==> config.mk <==
export PLATFORM = sky130hd
export DESIGN_NAME = spi_baud_rate_gen
export DESIGN_NICKNAME = d
export VERILOG_FILES = /design/src/rtl/spi_baud_rate_gen.sv
export SDC_FILE = /design/constraint.sdc
export NUM_CORES = 1
export LEC_CHECK = 0
export CAP_MARGIN = 25
export CORE_ASPECT_RATIO = 1.4
export CORE_MARGIN = 5
export CORE_UTILIZATION = 45
export CTS_CLUSTER_SIZE = 25
export DETAILED_ROUTE_END_ITERATION = 10
export PLACE_DENSITY = 0.71
export SETUP_SLACK_MARGIN = 0.1
export SLEW_MARGIN = 15
export SYNTH_ARGS = -nofsm -noshare
export SYNTH_HDL_FRONTEND = slang
export SYNTH_SLANG_ARGS = --single-unit
==> constraint.sdc <==
create_clock -name PCLK -period 3.42 [get_ports PCLK]
set_input_delay 1.026 -clock PCLK [delete_from_list [all_inputs] [get_ports PCLK]]
set_output_delay 1.026 -clock PCLK [all_outputs]
set_load 0.005 [all_outputs]
==> src/rtl/spi_baud_rate_gen.sv <==
`default_nettype none
// ============================================================================
// Module   : spi_baud_rate_gen
// Purpose  : SPI serial-clock generator for the APB-SPI controller. Divides
//            PCLK by the baud-rate divisor (sppr_i+1) * 2^(spr_i+1), drives
//            SCLK at the programmed CPOL idle level while stopped, and emits
//            one-PCLK strobes that tell the shift logic when to sample MISO
//            and when to launch MOSI for all four CPOL/CPHA modes.
// Ports    :
//   PCLK                 in   1   system/APB clock, rising-edge
//   PRESET_n             in   1   asynchronous active-low reset
//   spi_mode_i           in   2   00 run, 01 wait, 10/11 stop
//   spiswai_i            in   1   stop SPI clock while in wait mode
//   sppr_i               in   3   baud prescaler select
//   spr_i                in   3   baud rate select
//   cpol_i               in   1   SCLK idle level
//   cpha_i               in   1   clock phase
//   ss_i                 in   1   slave select, active-low
//   sclk_o               out  1   SPI serial clock
//   miso_receive_sclk_o  out  1   sample MISO at coming SCLK rising edge
//   miso_receive_sclk0_o out  1   sample MISO at coming SCLK falling edge
//   mosi_send_sclk_o     out  1   launch MOSI at coming SCLK rising edge
//   mosi_send_sclk0_o    out  1   launch MOSI at coming SCLK falling edge
//   BaudRateDivisor_o    out  12  PCLK cycles per full SCLK period
// Revision : 1.0 - initial release
// ============================================================================
module spi_baud_rate_gen (
    input  logic        PCLK,
    input  logic        PRESET_n,
    input  logic [1:0]  spi_mode_i,
    input  logic        spiswai_i,
    input  logic [2:0]  sppr_i,
    input  logic [2:0]  spr_i,
    input  logic        cpol_i,
    input  logic        cpha_i,
    input  logic        ss_i,
    output logic        sclk_o,
    output logic        miso_receive_sclk_o,
    output logic        miso_receive_sclk0_o,
    output logic        mosi_send_sclk_o,
    output logic        mosi_send_sclk0_o,
    output logic [11:0] BaudRateDivisor_o
);

    localparam int c_CNT_W = 12;

    logic [3:0]         w_shift;
    logic [11:0]        w_sppr_p1;
    logic [11:0]        w_divisor;
    logic [c_CNT_W-1:0] w_half_m1;
    logic               w_enable;
    logic               w_at_compare;
    logic               w_mode_sel;
    logic [c_CNT_W-1:0] w_count_nxt;
    logic               w_sclk_nxt;
    logic               w_strobe;
    logic               w_rise;
    logic               w_fall;

    logic [c_CNT_W-1:0] r_count;
    logic               r_sclk;
    logic               r_miso_rx_rise;
    logic               r_miso_rx_fall;
    logic               r_mosi_tx_rise;
    logic               r_mosi_tx_fall;

    // Divisor ranges 2..2048, so 12 bits never overflow.
    assign w_shift   = {1'b0, spr_i} + 4'd1;
    assign w_sppr_p1 = {9'd0, sppr_i} + 12'd1;
    assign w_divisor = w_sppr_p1 << w_shift;
    assign w_half_m1 = (w_divisor >> 1) - 12'd1;

    assign BaudRateDivisor_o = w_divisor;

    assign w_enable = ~ss_i & ((spi_mode_i == 2'b00) |
                               ((spi_mode_i == 2'b01) & ~spiswai_i));

    // Greater-or-equal rather than equality: if the divisor shrinks while the
    // counter is already past the new half period, the next compare still
    // fires immediately instead of wrapping through the whole counter range.
    assign w_at_compare = (r_count >= w_half_m1);

    // Modes 0 and 3 sample on rising edges; modes 1 and 2 on falling edges.
    assign w_mode_sel = cpol_i ~^ cpha_i;

    always_comb begin
        w_count_nxt = '0;
        w_sclk_nxt  = cpol_i;
        if (w_enable) begin
            if (w_at_compare) begin
                w_count_nxt = '0;
                w_sclk_nxt  = ~r_sclk;
            end else begin
                w_count_nxt = r_count + 12'd1;
                w_sclk_nxt  = r_sclk;
            end
        end
    end

    // Strobes are registered from the next-state values so that each one is
    // high exactly in the cycle where the counter sits at H-1, one PCLK ahead
    // of the SCLK edge it announces. The edge direction follows the SCLK
    // level held during that cycle.
    assign w_strobe = w_enable & (w_count_nxt == w_half_m1);
    assign w_rise   = w_strobe & ~w_sclk_nxt;
    assign w_fall   = w_strobe &  w_sclk_nxt;

    always_ff @(posedge PCLK or negedge PRESET_n) begin
        if (!PRESET_n) begin
            r_count        <= '0;
            r_sclk         <= 1'b0;
            r_miso_rx_rise <= 1'b0;
            r_miso_rx_fall <= 1'b0;
            r_mosi_tx_rise <= 1'b0;
            r_mosi_tx_fall <= 1'b0;
        end else begin
            r_count        <= w_count_nxt;
            r_sclk         <= w_sclk_nxt;
            r_miso_rx_rise <= w_rise &  w_mode_sel;
            r_mosi_tx_fall <= w_fall &  w_mode_sel;
            r_miso_rx_fall <= w_fall & ~w_mode_sel;
            r_mosi_tx_rise <= w_rise & ~w_mode_sel;
        end
    end

    assign sclk_o               = r_sclk;
    assign miso_receive_sclk_o  = r_miso_rx_rise;
    assign miso_receive_sclk0_o = r_miso_rx_fall;
    assign mosi_send_sclk_o     = r_mosi_tx_rise;
    assign mosi_send_sclk0_o    = r_mosi_tx_fall;

endmodule
`default_nettype wire

==> metrics.md, run 1 <==
| Metric | Value |
|---|---|
| Area growth syn-to-layout | 97.67% |
| Fin Hold WS | between 0.7 and 0.8 ns |
| Final WS setup | -1.876 ns |
| Initial antenna violation count | 0 |
| Starting density of the core | between 40% and 50% |
| Class of the worst hold path | register to register |
| Total Neg Setup Slack | -24.75 ns |
| Die ar. | 6135 µm² |
| Largest cells by area after synthesis | dfrtp_1 20%, ha_1 9.6%, xnor2_1 6.7%, nand2_1 4.1%, a21oi_1 3.6% |
| Core box area | around 4500 µm² |
| Share of layout cells above drive strength 1 | approximately 57% |
| Vias/cell | just under 7 |
| Post-DRT Antenna Nets | 0 |
| Slew HR | between 40% and 50% |
| Cell row count | 29 |
| First-pass GRT wire length | 14680 µm |
| Final Non-Filler Cells | 470 |
| Post-DR wirelength/cell | approximately 27 µm |
| Pint | 0.6942 mW |
| CTS Buf Count | 3 |
| Fillers | 159 |
| Top FF cell, synth | dfrtp_1 |
| FF/Latch Area | around 430 µm² |
| Total track usage | about a third |
| Crit path max-delay cell type | or4_4 |
| Mapped Cells | between 200 and 300 |
| Worst-skew pair later-pin latency | ~0.25 ns |
| CP peak stage delay | around 0.54 ns |
| Gr ovfl total | 0 |
| Overall die width | roughly 68 µm |
| Unrepaired setup endpoints after global routing | true |
| Area occupied by multi-input gates | approximately 2100 µm² |
| Iter 0 DRT Violations | ~670 |
| # hold bufs at CTS | 0 |
| CTS HTree Levels | 1 |
| I/O pin count | 31 |
| Part of the power in the clock network | 13.1% |
| NetSw | 0.4935 mW |
| HPWL Detailed | about 6000 µm |
| Mapped Avg Cell Area | about 8.3 µm² |
| CTS tree | done |
| CP required | around 3.6 ns |
| Clock sinks | 17 |
| Seq/Total Area, Yosys | approximately a fifth |
| Logic gate share of total power | 69.6% |
| Chip height | just over 90 µm |
| Setup Crit Path Kind | input port to register |
| # port buffers | 30 |
| Setup Skew | around 0.0022 ns |
| Largest net degree at the start of global routing | 18 |
| Status | complete, but fails checks |
| Fin crit period | around 5.3 ns |
| Asr flop ratio synth | 100.0% |
| Number of remaining DRC errors | 0 |
| Power per cell area | between 200 and 300 nW/µm² |
| CTS clk-pin slew, worst paths | approximately 0.07 ns |
| Final Setup Violations | 27 |
| First-pass DRT Iterations | 9 |
| DP Worst Slack | -2.308 ns |
| Largest area contributor in the netlist | dfrtp_1 |
| Final #Nets | roughly 440 |
| VDD IR-drop max | around 0.00030 V |
| Setup crit start kind | input port |
| Number of global-route vias before repair | just under 3000 |
| Hold Vio Cnt, Final | 0 |
| Top-area cell type share of the netlist area | 20.32% |
| Violated checks | setup timing |
| Cell variety after synth | 59 |
| Crit path DAT | around 5.5 ns |
| Crit-path cells | buf_8 -> ha_4 -> o21ai_1 -> a21o_1 -> o221ai_4 -> or4_4 -> or4_4 -> xor2_1 -> ha_2 -> a21oi_2 -> o211ai_1 -> buf_4 -> a21o_1 -> buf_6 -> buf_6 -> buf_6 -> nor4_2 -> nor3_4 -> nor4_2 |
| Worst path most repeated cell | buf_6 |
| Netlist Area Pre-Place | 2093 µm² |
| Max Clock Freq | between 0.15 and 0.2 GHz |
| Final Max Slew Viols | 0 |
| N_diodes | 0 |
| Part of the power in registers | around 17% |
| Leak | about 1.8 nW |
| EDFF count, synth | 0 |
| Max Cap Viol | 0 |
| Buffer type at the clock tree root | clkbuf_8 |
| CTS max path bufs | 2 |
| Mapped Nets | 283 |
| Worst-path maximum fanout | 5 |
| Final period util | 154.9% |
| Vias | about 3200 |
| Switching Share | about 42% |
| Synth Register Bits | 17 |
| Synth warn | 0 |
| CP Capture Type | register |
| Placed Instance Area | 3216 µm² |
| DRT Wirelength | roughly 13000 µm |
| Post-route cell area | 4138 µm² |
| Number of placed instances, taps included | approximately 420 |
| Routability cong. | approximately 0.93 |
| Measured slew at the worst slew-check pin | between 0.8 and 0.9 ns |
worst max-delay path, delay by kind of cell:
family	cells	cell delay [ns]
buffers and inverters	5	0.68
AND/OR/NAND/NOR	5	2.00
adder cells (fa/ha/maj)	2	0.43
XOR/XNOR	1	0.16
AO/OA/AOI/OAI	6	1.12
through the flow:
stage               utilization, %  power, mW
floorplan                        -     0.4947
global placement             70.90     0.7368
CTS                          82.87     0.9990
global route                 91.23      1.237
finish                       91.23      1.188
detailed placement           70.90     0.7458
flip-flops by register name, summed over array words and instances, names as in the netlist:
signal                cells
r_count                  12
miso_receive_sclk0_o      1
miso_receive_sclk_o       1
mosi_send_sclk0_o         1
mosi_send_sclk_o          1
sclk_o                    1
power groups by stage:
stage	sequential (mW)	combinational [mW]	clock (mW)
2_1_floorplan	0.208	0.286	0
3_3_place_gp	0.209	0.528	0
3_5_place_dp	0.209	0.537	0
4_1_cts	0.205	0.642	0.151
5_1_grt	0.205	0.870	0.162
6_report	0.205	0.827	0.155
worst paths after layout:
| check | start | to | slack, ns | cells past startpoint |
|---|---|---|---|---|
| worst max-delay path | sppr_i[1] | miso_receive_sclk0_o | -1.88 | 19 |
| worst min-delay path | sclk_o | sclk_o | 0.71 | 2 |
| worst max register to register | r_count[2] | miso_receive_sclk0_o | 0.23 | 11 |
| worst min register to register | sclk_o | sclk_o | 0.71 | 2 |
| max in group asynchronous | PRESET_n | sclk_o | 1.69 | 1 |
| min in group asynchronous | PRESET_n | mosi_send_sclk_o | 1.23 | 1 |
cells in the final DEF, fill, tap and decap left out, drive strengths merged, types with 2 or more instances in the layout:
cell	count
dfrtp	17
ha	16
a211o	3
xnor3	2
xor3	2
o21a	2
nand2b	7
or2	3
nor2	18
o221ai	4
nor4	11
o211ai	2
a211oi	5
clkbuf	5
xnor2	17
inv	10
nand2	23
o2111ai	2
nand3	12
nand3b	2
and2	3
buf	143
xor2	6
a21o	6
a31oi	2
and3	3
nand4	4
or4	3
nor3	15
a21oi	16
o31ai	2
or3b	2
or3	3
nor3b	2
o21ai	6
clkdlybuf4s50	13
cell usage after synthesis, types with 7 or more instances:
master	count
a21oi_1	15
dfrtp_1	17
ha_1	16
inv_1	10
nand2_1	23
nand2b_1	7
nand3_1	12
nor2_1	17
nor3_1	15
nor4_1	11
xnor2_1	16
per-layer routing:
| metal | vias to the layer above | GRT usage [%] | wire, µm |
|---|---|---|---|
| met5 | - | 0 | 0 |
| met4 | 0 | 24.53 | 1458 |
| met3 | 152 | 5.479 | 1667 |
| met2 | 304 | 55.16 | 5747 |
| met1 | 1455 | 31.01 | 3821 |
| li1 | 1269 | - | - |
cell type report:
cell class	instances	area share [%]
multi-input combinational	217	50.35
timing repair buffer	159	35.05
sequential	17	10.28
tap	62	1.875
inverter	11	1.331
clock buffer	3	0.9979
clock inverter	1	0.1210
logic make-up after synthesis:
kind of cell	after synthesis	share of synthesized area, %
buffers and inverters	19	4.004
muxes	2	1.614
AOI/OAI and AO/OA	60	21.70
xor gates and xnor gates	27	14.41
DFF	17	20.32
adders and majority gates	16	9.564
and+or+nand+nor	112	28.39
what timing repair did:
item | CTS | global route
buffers inserted | 24 | 27
gates resized for setup | 140 | 56
pin swaps | 38 | 22
endpoints found under the setup margin | 29 | 29
Note: power is estimated with default switching activity, not from simulation.
==> run 2: changes to the inputs <==
--- a/config.mk
+++ b/config.mk
@@ -17,3 +17,4 @@
 export SYNTH_ARGS = -nofsm -noshare
 export SYNTH_HDL_FRONTEND = slang
 export SYNTH_SLANG_ARGS = --single-unit
+export TNS_END_PERCENT = 20
==> run 2 against run 1 <==
  * Non-clock buffer count fell by 27
  * Combinational power fell by 18%
  * Clock skew fell by 0.0011 ns
  * Highest routed layer unchanged
  * Largest cell class unchanged
  * Power fell by 13%
  * Largest power group unchanged
  * Routed wire length fell by 32%
  * Clock-buffer cell count rose by 1
  * Critical endpoint is now miso_receive_sclk_o
  * The flow still finishes with violations (setup timing)
==> metrics.md, run 2 (same netlist as run 1, synthesis figures left out) <==
| Metric | Value |
|---|---|
| DP Worst Slack | -2.403 ns (-0.09455 ns) |
| Slew HR | 46.76% (+0.30 points) |
| Setup crit start kind | input port |
| Most frequent cells in the layout | 83 x buf_4, 21 x buf_6, 18 x nand2_1, 17 x dfrtp_1, 16 x clkdlybuf4s50_1 |
| Routability cong. | 0.9207 (-0.71%) |
| Final period util | 149.6% (-5.3 points) |
| Buffer type at the clock tree root | clkbuf_8 |
| CTS tree | done |
| Starting density of the core | 46.15% (unchanged) |
| Unrepaired setup endpoints after global routing | true |
| N_diodes | 0 (unchanged) |
| Final #Nets | 412 (-6.2%) |
| Setup Crit Path Kind | input port to register |
| Clock sinks | 17 (unchanged) |
| Class of the worst hold path | register to register |
| Overall die width | 67.64 µm (unchanged) |
| Area growth syn-to-layout | 81.41% |
| Gr ovfl total | 0 (unchanged) |
| VDD IR-drop max | 0.0002789 V (-7.8%) |
| Part of the power in the clock network | 14.4% (+1.3 points) |
| CP required | 3.57 ns (about the same) |
| I/O pin count | 31 (unchanged) |
| HPWL Detailed | 5663 µm (-4.8%) |
| Number of remaining DRC errors | 0 (unchanged) |
| Fin crit period | 5.116 ns (-0.1796 ns) |
| Crit path DAT | 5.27 ns (-0.18 ns) |
| Max Clock Freq | 0.1955 GHz (+3.5%) |
| Logic gate share of total power | 65.8% (-3.8 points) |
| CP Capture Type | register |
| Final WS setup | -1.696 ns (+0.1796 ns) |
| Vias | 2724 (-14%) |
| Core box area | 4536 µm² (unchanged) |
| Total track usage | 27.72% (-3.8 points) |
| Critical path origin | sppr_i[1] |
| Power per cell area | 272.5 nW/µm² (-5.1%) |
| Worst flop-to-flop path startpoint | r_count[2] |
| Cell row count | 29 (unchanged) |
| Iter 0 DRT Violations | 153 (-77%) |
| NetSw | 0.4035 mW (-18%) |
| PnR Total Power | 1.035 mW (-13%) |
| Max Cap Viol | 0 (unchanged) |
| Switching Share | 38.99% (-2.6 points) |
| Worst-skew pair later-pin latency | 0.25 ns (about the same) |
| Post-DRT Antenna Nets | 0 (unchanged) |
| Total Neg Setup Slack | -21.13 ns (+3.622 ns) |
| Final Setup Violations | 27 (unchanged) |
| CTS max path bufs | 2 (unchanged) |
| # port buffers | 30 (unchanged) |
| First-pass DRT Iterations | 5 (-4) |
| Post-DR wirelength/cell | 19.46 µm (-28%) |
| Leak | 1.678 nW (-8.1%) |
| Number of global-route vias before repair | 2801 (-6.0%) |
| CTS Buf Count | 3 (unchanged) |
| Initial antenna violation count | 0 (unchanged) |
| Part of the power in registers | 19.7% (+2.4 points) |
| First-pass GRT wire length | 13150 µm (-10%) |
| Vias/cell | 6.149 (-9.1%) |
| Die ar. | 6135 µm² (unchanged) |
| CTS clk-pin slew, worst paths | 0.06 ns (about the same) |
| Hold Vio Cnt, Final | 0 (unchanged) |
| Setup Skew | 0.001121 ns (-0.001093 ns) |
| Final Max Slew Viols | 0 (unchanged) |
| DRT Wirelength | 8622 µm (-32%) |
| # hold bufs at CTS | 0 (unchanged) |
| Pint | 0.6313 mW (-9.1%) |
| Status | complete, but fails checks |
| Largest Register | r_count |
| Share of layout cells above drive strength 1 | 50.66% (-6.5 points) |
| Largest register FFs | 12 (unchanged) |
| Min-delay src | r_count[0] |
| Worst-path maximum fanout | 4 (-1) |
| Largest net degree at the start of global routing | 18 (unchanged) |
| Chip height | 90.70 µm (unchanged) |
| Most common cell after layout, fill and taps aside | buf_4 |
| Violated checks | setup timing |
| CTS HTree Levels | 1 (unchanged) |
| Measured slew at the worst slew-check pin | 0.7961 ns (-0.004469 ns) |
run 2: stage by stage:
stage          hold slack [ns]  area, µm²  util (%)  instances
2_1_floorplan           0.5635       2238         -        253
3_3_place_gp            0.5787       3147     69.38        416
3_5_place_dp            0.5918       3147     69.38        416
4_1_cts                 0.5938       3601     79.39        437
5_1_grt                 0.6394       3797     83.72        443
6_report                0.6062       3797     83.72        443
run 2: timing repair:
action,in CTS,in global routing
buffers inserted,17,8
setup endpoints to repair,29,28
pin swaps,37,18
resized for setup,111,35
run 2: cell type report:
class	count	area [µm²]
multi-input cells	217	2049
repair buffers	132	1146
fillers	240	738.2
flip-flops and latches	17	425.4
well taps	62	77.57
inverters	11	53.80
clock buffers	4	45.04
run 2: path summary, 6_finish.rpt:
kind | to | slack [ns] | cells past startpoint
worst max register to register | miso_receive_sclk_o | 0.29 | 11
worst min-delay path | r_count[0] | 0.61 | 2
max in group asynchronous | r_count[0] | 1.69 | 1
worst max-delay path | miso_receive_sclk_o | -1.70 | 22
worst min register to register | r_count[0] | 0.61 | 2
min in group asynchronous | miso_receive_sclk_o | 1.24 | 1
run 2: power groups by stage:
stage               Combinational [mW]  Clock, mW  Sequential (mW)
finish                           0.681      0.149            0.204
global route                     0.725      0.161            0.204
CTS                              0.605      0.151            0.204
detailed placement               0.515          0            0.208
global placement                 0.505          0            0.208
floorplan                        0.284          0            0.208
run 2: layer usage:
layer  vias up  track usage [%]  part of all wire [%]
met4         0            16.75                   8.1
met2       155            51.26                    53
li1       1204                -                     -
met1      1299            28.67                    33
met5         -                0                     0
met3        66            1.743                   5.3
run 2: critical path, cell delays in order:
cell,delay (ns)
buf_8,0.10
ha_4,0.17
xor2_4,0.20
buf_6,0.14
buf_6,0.10
o2111a_1,0.23
a211o_1,0.27
or2_4,0.26
or4_4,0.54
xor2_2,0.18
ha_4,0.17
a21oi_4,0.15
o211ai_1,0.13
buf_4,0.19
buf_6,0.11
buf_6,0.12
a21oi_2,0.20
o2111ai_2,0.16
nor4_4,0.35
buf_4,0.18
nand3b_1,0.12
nor4_4,0.17
